## config.mk

```make
export PLATFORM = sky130hd
export DESIGN_NAME = cdb_arbiter
export DESIGN_NICKNAME = d
export VERILOG_FILES = /design/src/rtl/cdb_arbiter_pkg.sv /design/src/rtl/cdb_arbiter_fifo.sv /design/src/rtl/cdb_arbiter.sv
export SDC_FILE = /design/constraint.sdc
export NUM_CORES = 1
export LEC_CHECK = 0
export CORE_MARGIN = 2
export CORE_UTILIZATION = 55
export CTS_BUF_LIST = sky130_fd_sc_hd__clkbuf_4 sky130_fd_sc_hd__clkbuf_8
export DETAILED_ROUTE_END_ITERATION = 8
export GPL_TIMING_DRIVEN = 1
export PLACE_DENSITY = 0.76
export SLEW_MARGIN = 20
export SYNTH_ARGS = -nofsm -noshare
export SYNTH_HDL_FRONTEND = slang
export SYNTH_SLANG_ARGS = --single-unit
```

## constraint.sdc

```tcl
create_clock -name clk -period 3.5 [get_ports clk]
set_clock_uncertainty 0.15 [all_clocks]
set_input_delay 0.7 -clock clk [delete_from_list [all_inputs] [get_ports clk]]
set_output_delay 0.7 -clock clk [all_outputs]
set_load 0.02 [all_outputs]
```

## src/rtl/cdb_arbiter_pkg.sv

```systemverilog
// ---------------------------------------------------------------------------
// cdb_arbiter_pkg
//   Shared constants and types for the common data bus (CDB) arbiter.
//   - Default widths for ROB aliases and result data.
//   - TRUE/FALSE single-bit constants.
//   - RENAMED_ZERO: the rename tag meaning "no producer"; it is also the idle
//     value the CDB alias register takes after reset or rollback.
//   - cdb_src_e: identifies which producer a broadcast came from.
//   - rr_pick: two-way round-robin selection used by the arbiter.
// ---------------------------------------------------------------------------
package cdb_arbiter_pkg;

   localparam int ROB_ID_W_DEFAULT = 4;
   localparam int DATA_W_DEFAULT   = 32;

   localparam logic TRUE  = 1'b1;
   localparam logic FALSE = 1'b0;

   localparam int RENAMED_ZERO = 0;

   typedef enum logic {
      SRC_ALU = 1'b0,
      SRC_LSB = 1'b1
   } cdb_src_e;

   // Returns {found, source}. When both sources have work, the one that did
   // not win last time is chosen; otherwise whichever is non-empty.
   function automatic logic [1:0] rr_pick(input logic     alu_ne,
                                          input logic     lsb_ne,
                                          input cdb_src_e last);
      logic [1:0] pick;
      pick = {FALSE, SRC_ALU};
      if (alu_ne && lsb_ne) begin
         pick = {TRUE, (last == SRC_ALU) ? SRC_LSB : SRC_ALU};
      end else if (alu_ne) begin
         pick = {TRUE, SRC_ALU};
      end else if (lsb_ne) begin
         pick = {TRUE, SRC_LSB};
      end
      return pick;
   endfunction

endpackage

```

## src/rtl/cdb_arbiter_fifo.sv

```systemverilog
// ---------------------------------------------------------------------------
// cdb_fifo
//   Small per-producer result FIFO in front of the CDB arbiter.
//   Ports:
//     clk, rst      clock, synchronous active-high reset
//     push          write din at the tail (ignored when full)
//     pop           drop the head entry (ignored when empty)
//     flush         empty the FIFO; wins over same-cycle push/pop
//     din           entry to write
//     dout          head entry, combinational read
//     empty, full   occupancy flags
//   DEPTH must be a power of two so the pointers wrap naturally.
// ---------------------------------------------------------------------------
module cdb_fifo #(
   parameter int WIDTH = 36,
   parameter int DEPTH = 4
) (
   input  logic             clk,
   input  logic             rst,
   input  logic             push,
   input  logic             pop,
   input  logic             flush,
   input  logic [WIDTH-1:0] din,
   output logic [WIDTH-1:0] dout,
   output logic             empty,
   output logic             full
);

   localparam int PTR_W = $clog2(DEPTH);
   localparam int CNT_W = PTR_W + 1;

   logic [WIDTH-1:0] mem_reg [DEPTH];
   logic [PTR_W-1:0] head_reg;
   logic [PTR_W-1:0] tail_reg;
   logic [CNT_W-1:0] count_reg;

   logic do_push;
   logic do_pop;

   assign empty = (count_reg == '0);
   assign full  = (count_reg == CNT_W'(DEPTH));

   // A full FIFO refuses input even if it is popping in the same cycle.
   assign do_push = push & ~full & ~flush & ~rst;
   assign do_pop  = pop & ~empty & ~flush & ~rst;

   assign dout = mem_reg[head_reg];

   // Storage carries no reset; only the pointers define what is valid.
   always_ff @(posedge clk) begin
      if (do_push) begin
         mem_reg[tail_reg] <= din;
      end
   end

   always_ff @(posedge clk) begin
      if (rst || flush) begin
         head_reg  <= '0;
         tail_reg  <= '0;
         count_reg <= '0;
      end else begin
         if (do_push) begin
            tail_reg <= tail_reg + PTR_W'(1);
         end
         if (do_pop) begin
            head_reg <= head_reg + PTR_W'(1);
         end
         case ({do_push, do_pop})
            2'b10:   count_reg <= count_reg + CNT_W'(1);
            2'b01:   count_reg <= count_reg - CNT_W'(1);
            default: count_reg <= count_reg;
         endcase
      end
   end

endmodule

```

## src/rtl/cdb_arbiter.sv

```systemverilog
// ---------------------------------------------------------------------------
// cdb_arbiter
//   Shares the common data bus between the ALU and the load/store buffer.
//   Each producer feeds its own cdb_fifo; one result per cycle is granted
//   round-robin and driven onto registered CDB outputs.
//   Ports:
//     clk, rst                       clock, synchronous active-high reset
//     rdy                            global enable, low freezes everything
//     rollback_signal                misprediction flush (same effect as rst)
//     alu_valid/alias/result/ready   ALU producer handshake
//     lsb_valid/alias/result/ready   LSB producer handshake
//     cdb_valid/alias/result/src     registered broadcast (src 0=ALU, 1=LSB)
// ---------------------------------------------------------------------------
module cdb_arbiter
   import cdb_arbiter_pkg::*;
#(
   parameter int ROB_ID_W   = ROB_ID_W_DEFAULT,
   parameter int DATA_W     = DATA_W_DEFAULT,
   parameter int FIFO_DEPTH = 4
) (
   input  logic                clk,
   input  logic                rst,
   input  logic                rdy,
   input  logic                rollback_signal,
   input  logic                alu_valid,
   input  logic [ROB_ID_W-1:0] alu_alias,
   input  logic [DATA_W-1:0]   alu_result,
   output logic                alu_ready,
   input  logic                lsb_valid,
   input  logic [ROB_ID_W-1:0] lsb_alias,
   input  logic [DATA_W-1:0]   lsb_result,
   output logic                lsb_ready,
   output logic                cdb_valid,
   output logic [ROB_ID_W-1:0] cdb_alias,
   output logic [DATA_W-1:0]   cdb_result,
   output logic                cdb_src
);

   localparam int ENTRY_W = ROB_ID_W + DATA_W;
   localparam int NUM_SRC = 2;

   // Index 0 is the ALU, index 1 the LSB, matching cdb_src_e.
   logic [NUM_SRC-1:0] src_valid;
   logic [NUM_SRC-1:0] src_ready;
   logic [NUM_SRC-1:0] src_push;
   logic [NUM_SRC-1:0] src_pop;
   logic [NUM_SRC-1:0] src_empty;
   logic [NUM_SRC-1:0] src_full;
   logic [ENTRY_W-1:0] src_din  [NUM_SRC];
   logic [ENTRY_W-1:0] src_dout [NUM_SRC];

   logic [1:0]         pick;
   logic               grant_any;
   cdb_src_e           grant_src;
   logic               grant_en;
   logic [ENTRY_W-1:0] grant_entry;

   cdb_src_e           last_grant_reg;
   logic               cdb_valid_reg;
   logic [ROB_ID_W-1:0] cdb_alias_reg;
   logic [DATA_W-1:0]  cdb_result_reg;
   cdb_src_e           cdb_src_reg;

   assign src_valid  = {lsb_valid, alu_valid};
   assign src_din[0] = {alu_alias, alu_result};
   assign src_din[1] = {lsb_alias, lsb_result};

   assign alu_ready = src_ready[0];
   assign lsb_ready = src_ready[1];

   genvar gi;
   generate
      for (gi = 0; gi < NUM_SRC; gi++) begin : g_src
         // Rollback and pause both block acceptance so a producer keeps
         // its data instead of losing it into a flushed or frozen FIFO.
         assign src_ready[gi] = rdy & ~rollback_signal & ~src_full[gi];
         assign src_push[gi]  = src_valid[gi] & src_ready[gi];
         assign src_pop[gi]   = grant_en & (grant_src == cdb_src_e'(gi));

         cdb_fifo #(
            .WIDTH (ENTRY_W),
            .DEPTH (FIFO_DEPTH)
         ) u_fifo (
            .clk   (clk),
            .rst   (rst),
            .push  (src_push[gi]),
            .pop   (src_pop[gi]),
            .flush (rollback_signal),
            .din   (src_din[gi]),
            .dout  (src_dout[gi]),
            .empty (src_empty[gi]),
            .full  (src_full[gi])
         );
      end
   endgenerate

   // Eligibility comes from the FIFO state before this edge's push, which
   // gives every result at least one cycle of residency (no bypass).
   assign pick        = rr_pick(~src_empty[0], ~src_empty[1], last_grant_reg);
   assign grant_any   = pick[1];
   assign grant_src   = cdb_src_e'(pick[0]);
   assign grant_en    = rdy & ~rollback_signal & ~rst & grant_any;
   assign grant_entry = src_dout[pick[0]];

   always_ff @(posedge clk) begin
      if (rst || rollback_signal) begin
         last_grant_reg <= SRC_LSB;   // ALU wins the first tie
         cdb_valid_reg  <= FALSE;
         cdb_alias_reg  <= ROB_ID_W'(RENAMED_ZERO);
         cdb_result_reg <= '0;
         cdb_src_reg    <= SRC_ALU;
      end else if (rdy) begin
         if (grant_any) begin
            cdb_valid_reg  <= TRUE;
            cdb_alias_reg  <= grant_entry[ENTRY_W-1:DATA_W];
            cdb_result_reg <= grant_entry[DATA_W-1:0];
            cdb_src_reg    <= grant_src;
            last_grant_reg <= grant_src;
         end else begin
            // Payload holds; only the valid flag drops.
            cdb_valid_reg <= FALSE;
         end
      end
   end

   assign cdb_valid  = cdb_valid_reg;
   assign cdb_alias  = cdb_alias_reg;
   assign cdb_result = cdb_result_reg;
   assign cdb_src    = cdb_src_reg;

endmodule
```

== Word level (Yosys, flattened, before mapping) ==
Memory sizes are Yosys's and may differ from the RTL's. A register that Yosys moved wholly into a read port is not among the register bits.
Index checks and enable logic that the tools add are counted.

* $lt $le $gt $ge: 1
* Shift operators: 0
* Equality and inequality tests: 6
* Reductions and logical operators: 7
* Bitwise logic cells: 29
* Divide/modulo/power cells: 0
* Mux-type cells: 18
* $mul: 0
* Add/sub/neg operators: 8

{| class="wikitable"
|+ Operators by type and width
! cell !! count
|-
| two-way mux 36 bit || 3
|-
| AND 1 bit || 21
|-
| two-way mux 2 bit || 7
|-
| one-hot mux 3 bit (2 select lines) || 2
|-
| adder 2 x 1 -> 2 bit, second input constant || 4
|-
| NOT 1 bit || 7
|-
| adder 3 x 1 -> 3 bit, second input constant || 2
|-
| equality test 3 bit, second input constant || 2
|-
| zero test 3 bit || 2
|-
| two-way mux 1 bit || 6
|-
| subtractor 3 x 1 -> 3 bit, second input constant || 2
|-
| equality test 2 x 1 -> 1 bit, second input constant || 2
|-
| equality test 2 bit, second input constant || 2
|-
| nonzero test 2 bit || 2
|-
| >= comparator 2 bit, second input constant || 1
|-
| NOT 1 -> 2 bit || 1
|-
| AND reduction 2 bit || 1
|-
| logical AND 1 bit || 1
|-
| logical OR 1 bit || 1
|}

* Flip-flop bits (word level): 53
* Input bits: 78
* Bits in latches: 0
* ROM bits: 0
* Memory bits (writable): 288
* Memories kept: 2
* Output and inout bits: 40
* Word-level logic and storage cells: 82

{| class="wikitable"
|+ Memory list
! memory !! words !! bits a word !! rd ports !! clocked after memory_dff !! wr ports !! RTL line !! RTL
|-
| g_src[0].u_fifo.mem_reg || 4 || 36 || 1 || 1 || 1 || cdb_arbiter_fifo.sv:32 || <nowiki>logic [WIDTH-1:0] mem_reg [DEPTH];</nowiki>
|-
| g_src[1].u_fifo.mem_reg || 4 || 36 || 1 || 1 || 1 || cdb_arbiter_fifo.sv:32 ||
|}

== Depth between registers and ports, before layout ==
* Depth after elaboration: 11
* Depth in mapped cells: 10
* Gate-level depth less buffers: 10

== Hierarchy ==
A second synthesis with hierarchy kept.

* Cells, all modules: 646
* Area, all modules: 13013.7 sq um

{| class="wikitable"
|+ By module, submodules not included
! module !! instances !! seq. area each (sq um) !! cells an instance !! area an instance (sq um)
|-
| cdb_fifo || 2 || 4504.3 || 242 || 5677.9
|-
| cdb_arbiter || 1 || 780.7 || 162 || 1657.8
|}

== Least setup slack after synthesis ==
Ideal clock, no wire load.

* Path kind: input to register
* From: input rollback_signal
* To: register g_src[1].u_fifo.count_reg[2]
* Arrival time: 2.713 ns
* Path slack: 0.567 ns
* Cell stages on the path: 10
* Data required time: 3.279 ns
* Path buffers: 2
* Library setup time: 0.071 ns
* Cell sequence: or2_2 clkbuf_1 clkbuf_1 nor2_1 ha_1 inv_1 fa_1 xor2_1 or3_1 a21oi_1

* Longest elaborated chain between the ends: 10
* Elaborated cells on any way between the ends: 18
* Those cells by class: eq/ne: 2; mux: 1; bitwise: 13; reduce/logical: 2

{| class="wikitable"
|+ RTL lines
! what !! RTL line !! RTL
|-
| start, declared || cdb_arbiter.sv:24 || <nowiki>input logic rollback_signal,</nowiki>
|-
| NOT 1 bit * || cdb_arbiter_fifo.sv:45, cdb_arbiter.sv:102 ||
|-
| AND 1 bit (3 in series) || cdb_arbiter.sv:102 || <nowiki>assign grant_en = rdy & ~rollback_signal & ~rst & grant_any;</nowiki>
|-
| AND 1 bit || cdb_arbiter.sv:78 || <nowiki>assign src_pop[gi] = grant_en & (grant_src == cdb_src_e'(gi));</nowiki>
|-
| AND 1 bit || cdb_arbiter_fifo.sv:45 || <nowiki>assign do_pop = pop & ~empty & ~flush & ~rst;</nowiki>
|-
| AND 1 bit * (2 in series) || cdb_arbiter_fifo.sv:45 ||
|-
| via g_src[1].u_fifo.do_pop || cdb_arbiter_fifo.sv:38 || <nowiki>logic do_pop;</nowiki>
|-
| equality test 2 x 1 -> 1 bit / equality test 2 bit (equally long branches) || cdb_arbiter_fifo.sv:68 || <nowiki>case ({do_push, do_pop})</nowiki>
|-
| one-hot mux 3 bit (2 select lines) / nonzero test 2 bit (equally long branches) || n/a ||
|-
| end signal, assigned || cdb_arbiter_fifo.sv:69 || <nowiki>2'b10: count_reg <= count_reg + CNT_W'(1);</nowiki>
|-
| end signal, assigned || cdb_arbiter_fifo.sv:70 || <nowiki>2'b01: count_reg <= count_reg - CNT_W'(1);</nowiki>
|-
| end signal, assigned || cdb_arbiter_fifo.sv:71 || <nowiki>default: count_reg <= count_reg;</nowiki>
|-
| end, declared || cdb_arbiter_fifo.sv:35 || <nowiki>logic [CNT_W-1:0] count_reg;</nowiki>
|}

The timed path passes the listed nets; every way through them passes the cells marked *.
A chain may end at the register's enable or synchronous reset.

== Worst setup path in the final report ==
* From: input rollback_signal
* To: output alu_ready

* Longest elaborated chain between the ends: 3

{| class="wikitable"
|+ RTL lines
! what !! RTL line !! RTL
|-
| NOT 1 bit || cdb_arbiter.sv:76 || <nowiki>assign src_ready[gi] = rdy & ~rollback_signal & ~src_full[gi];</nowiki>
|-
| AND 1 bit (2 in series) || cdb_arbiter.sv:76 ||
|-
| end, declared || cdb_arbiter.sv:28 || <nowiki>output logic alu_ready,</nowiki>
|}

No other way between the ends.

==> metrics <==
final WL=25,720 um; Syn Nets=745; hold buffer count at cts=0; Hold EP=cdb_src; HPWL Detailed=approximately 16,000 um; max-slew violations=0; antenna-violating nets left=0; Hold Path Stages=2; Initial Util=0.5573; Die Wd=about 160 um; Clock Latency Late Sink=0.59 ns; Clock H-tree levels=2; fin util=0.6750; FFs w/ async S/R, synth=0; Post-Route Setup TNS=0 ns; # rows=56; Slew @ Worst Pin=1.042 ns; Post-route DRC=0; WL/cell=21.81 um; worst setup margin=0.5732 ns; CP Class=input pin to output port; Cells after Synth=approximately 660; Hold Slack=roughly 0.33 ns; pre-CTS setup slack=approximately 0.045 ns; fillcell total=1,474; largest net degree at the start of global routing=45; CTS root buf=clkbuf_8; CTS Sinks=345; sequential area share after synthesis=0.7528; Setup Buffers After CTS=0; First DRT Iteration DRCs=506; synthesis-to-layout area growth=21.12%; die area=24,890 sq um; worst r2r dst=g_src[0].u_fifo.count_reg[2]; Core ar.=23,330 sq um; endpoint type of the worst setup path=output port; Cell Area, Synth=13,000 sq um; Avg Cell Area, Syn=slightly below 20 sq um; worst slew margin relative to its limit=0.3056; CTS max path bufs=3; hold crit path type=register to register; CTS tree=yes; most frequent cells in the layout=edfxtp_1 (288), clkdlybuf4s50_1 (117), mux4_2 (72); RD Place Congestion=0.8288; critical path fanouts, max=4; HP Start=cdb_src; RSZ-0062 raised after global routing=false; Die H=157.8 um; maximum VDD drop=between 300 and 400 uV; grt ovf=0; Vias=6,674; Final nets=~900; Syn. warnings=0; status=completed; Worst Setup Start Kind=input pin; Synth Flop Type=edfxtp_1; PD cells=a little over 500 nW/um^2; max reg flops=288; Reg clk slew, reported paths=0.06 ns; Final setup viols=0; cts repair resizes=0; R2R setup slack=0.77 ns; I/O pins=about 120; CTS buffer count=53; Pleak=5.322 nW; fmax=341.7 MHz; most common cell after layout, fill and taps aside=edfxtp_1; Reg-to-Reg Start=g_src[0].u_fifo.count_reg[0]; vias per cell=5.661; DRT Pass-1 Iters=4; synth unique cells=34; max cap viols=0; first-pass GRT wire length=39,660 um; antenna violations before repair=1; EDFF count, synth=~290; worst path arrival time=2.08 ns; share of cells above drive strength 1=0.2317; vias in the first global route=just over 7,000; Fin. Hold Viols=0; synthesized flop and latch total=345; min Tclk post-route=2.927 ns; Critical Path RT=between 2 and 3 ns; number of I/O port buffers=117; fin crit share=0.8362; R2R depth=9; GRT Util Overall=0.2153
[worst max path at each step]
stage	end	startpoint	cells after the start
finish	alu_ready	rollback_signal	4
floorplan	g_src[1].u_fifo.count_reg[2]	rollback_signal	10
global placement	g_src[0].u_fifo.count_reg[2]	rollback_signal	10
CTS	alu_ready	rollback_signal	4
detailed placement	g_src[0].u_fifo.count_reg[2]	rollback_signal	10
global route	g_src[0].u_fifo.count_reg[2]	rollback_signal	10
[Yosys cell counts, types with 4 or more instances]
cell type	number	area share
buf_4	5	0.0029
mux2i_1	39	0.030
clkbuf_1	11	0.0032
ha_1	10	0.0096
o21ai_1	34	0.013
dfxtp_1	57	0.088
edfxtp_1	288	0.67
inv_1	11	0.0032
or3_1	4	0.0019
o21ai_0	6	0.0023
and2_1	8	0.0038
xnor2_1	4	0.0027
buf_6	8	0.0069
a21oi_1	44	0.017
mux4_2	72	0.12
xor2_1	6	0.0040
buf_2	7	0.0027
nor2_1	21	0.0061
[where the power goes]
group | switching [mW] | internal [mW] | total (mW)
Combinational | 0.116 | 0.122 | 0.238
Clock | 1.52 | 1.92 | 3.43
Sequential | 0.00777 | 4.47 | 4.48
Total | 1.64 | 6.51 | 8.15
[layout make-up]
class,count,area (sq um),area share
clock buffer,77,953.4,0.06053
antenna,1,2.502,0.0001589
multi-input combinational,266,2978,0.1891
tap,319,399.1,0.02534
clock inverter,23,172.7,0.01096
timing repair buffer,137,1409,0.08945
inverter,11,41.29,0.002622
sequential,345,9794,0.6219
[cell families (layout without fill, tap and decap cells)]
group	Yosys count	in the layout	synth area share
mux	111	111	0.1547
flops	345	345	0.7528
fa+ha+maj	12	12	0.01270
buf+inv	44	248	0.01963
xor+xnor	10	10	0.006735
other cells	0	1	0
compound gates	90	90	0.03666
simple gates	43	43	0.01674
[worst max-delay path, stage by stage]
cell,delay (ns)
clkdlybuf4s50_1,0.41
nand2b_1,0.20
a21oi_1,0.14
clkdlybuf4s50_1,0.62
[per-stage QoR]
step	std cells	power, mW	area, sq um
floorplan	655	4.635	13000
global placement	1078	4.788	14620
detailed placement	1078	4.800	14620
global route	1178	8.410	15750
finish	1179	8.147	15750
CTS	1178	8.212	15750
[metal layers]
metal,track usage,share of wire,up-vias
li1,-,-,2961
met1,0.2803,0.40,3413
met2,0.3694,0.51,256
met3,0.04708,0.071,44
met4,0.06061,0.018,0
met5,0,0,-
Note: power is estimated with default switching activity, not from simulation.
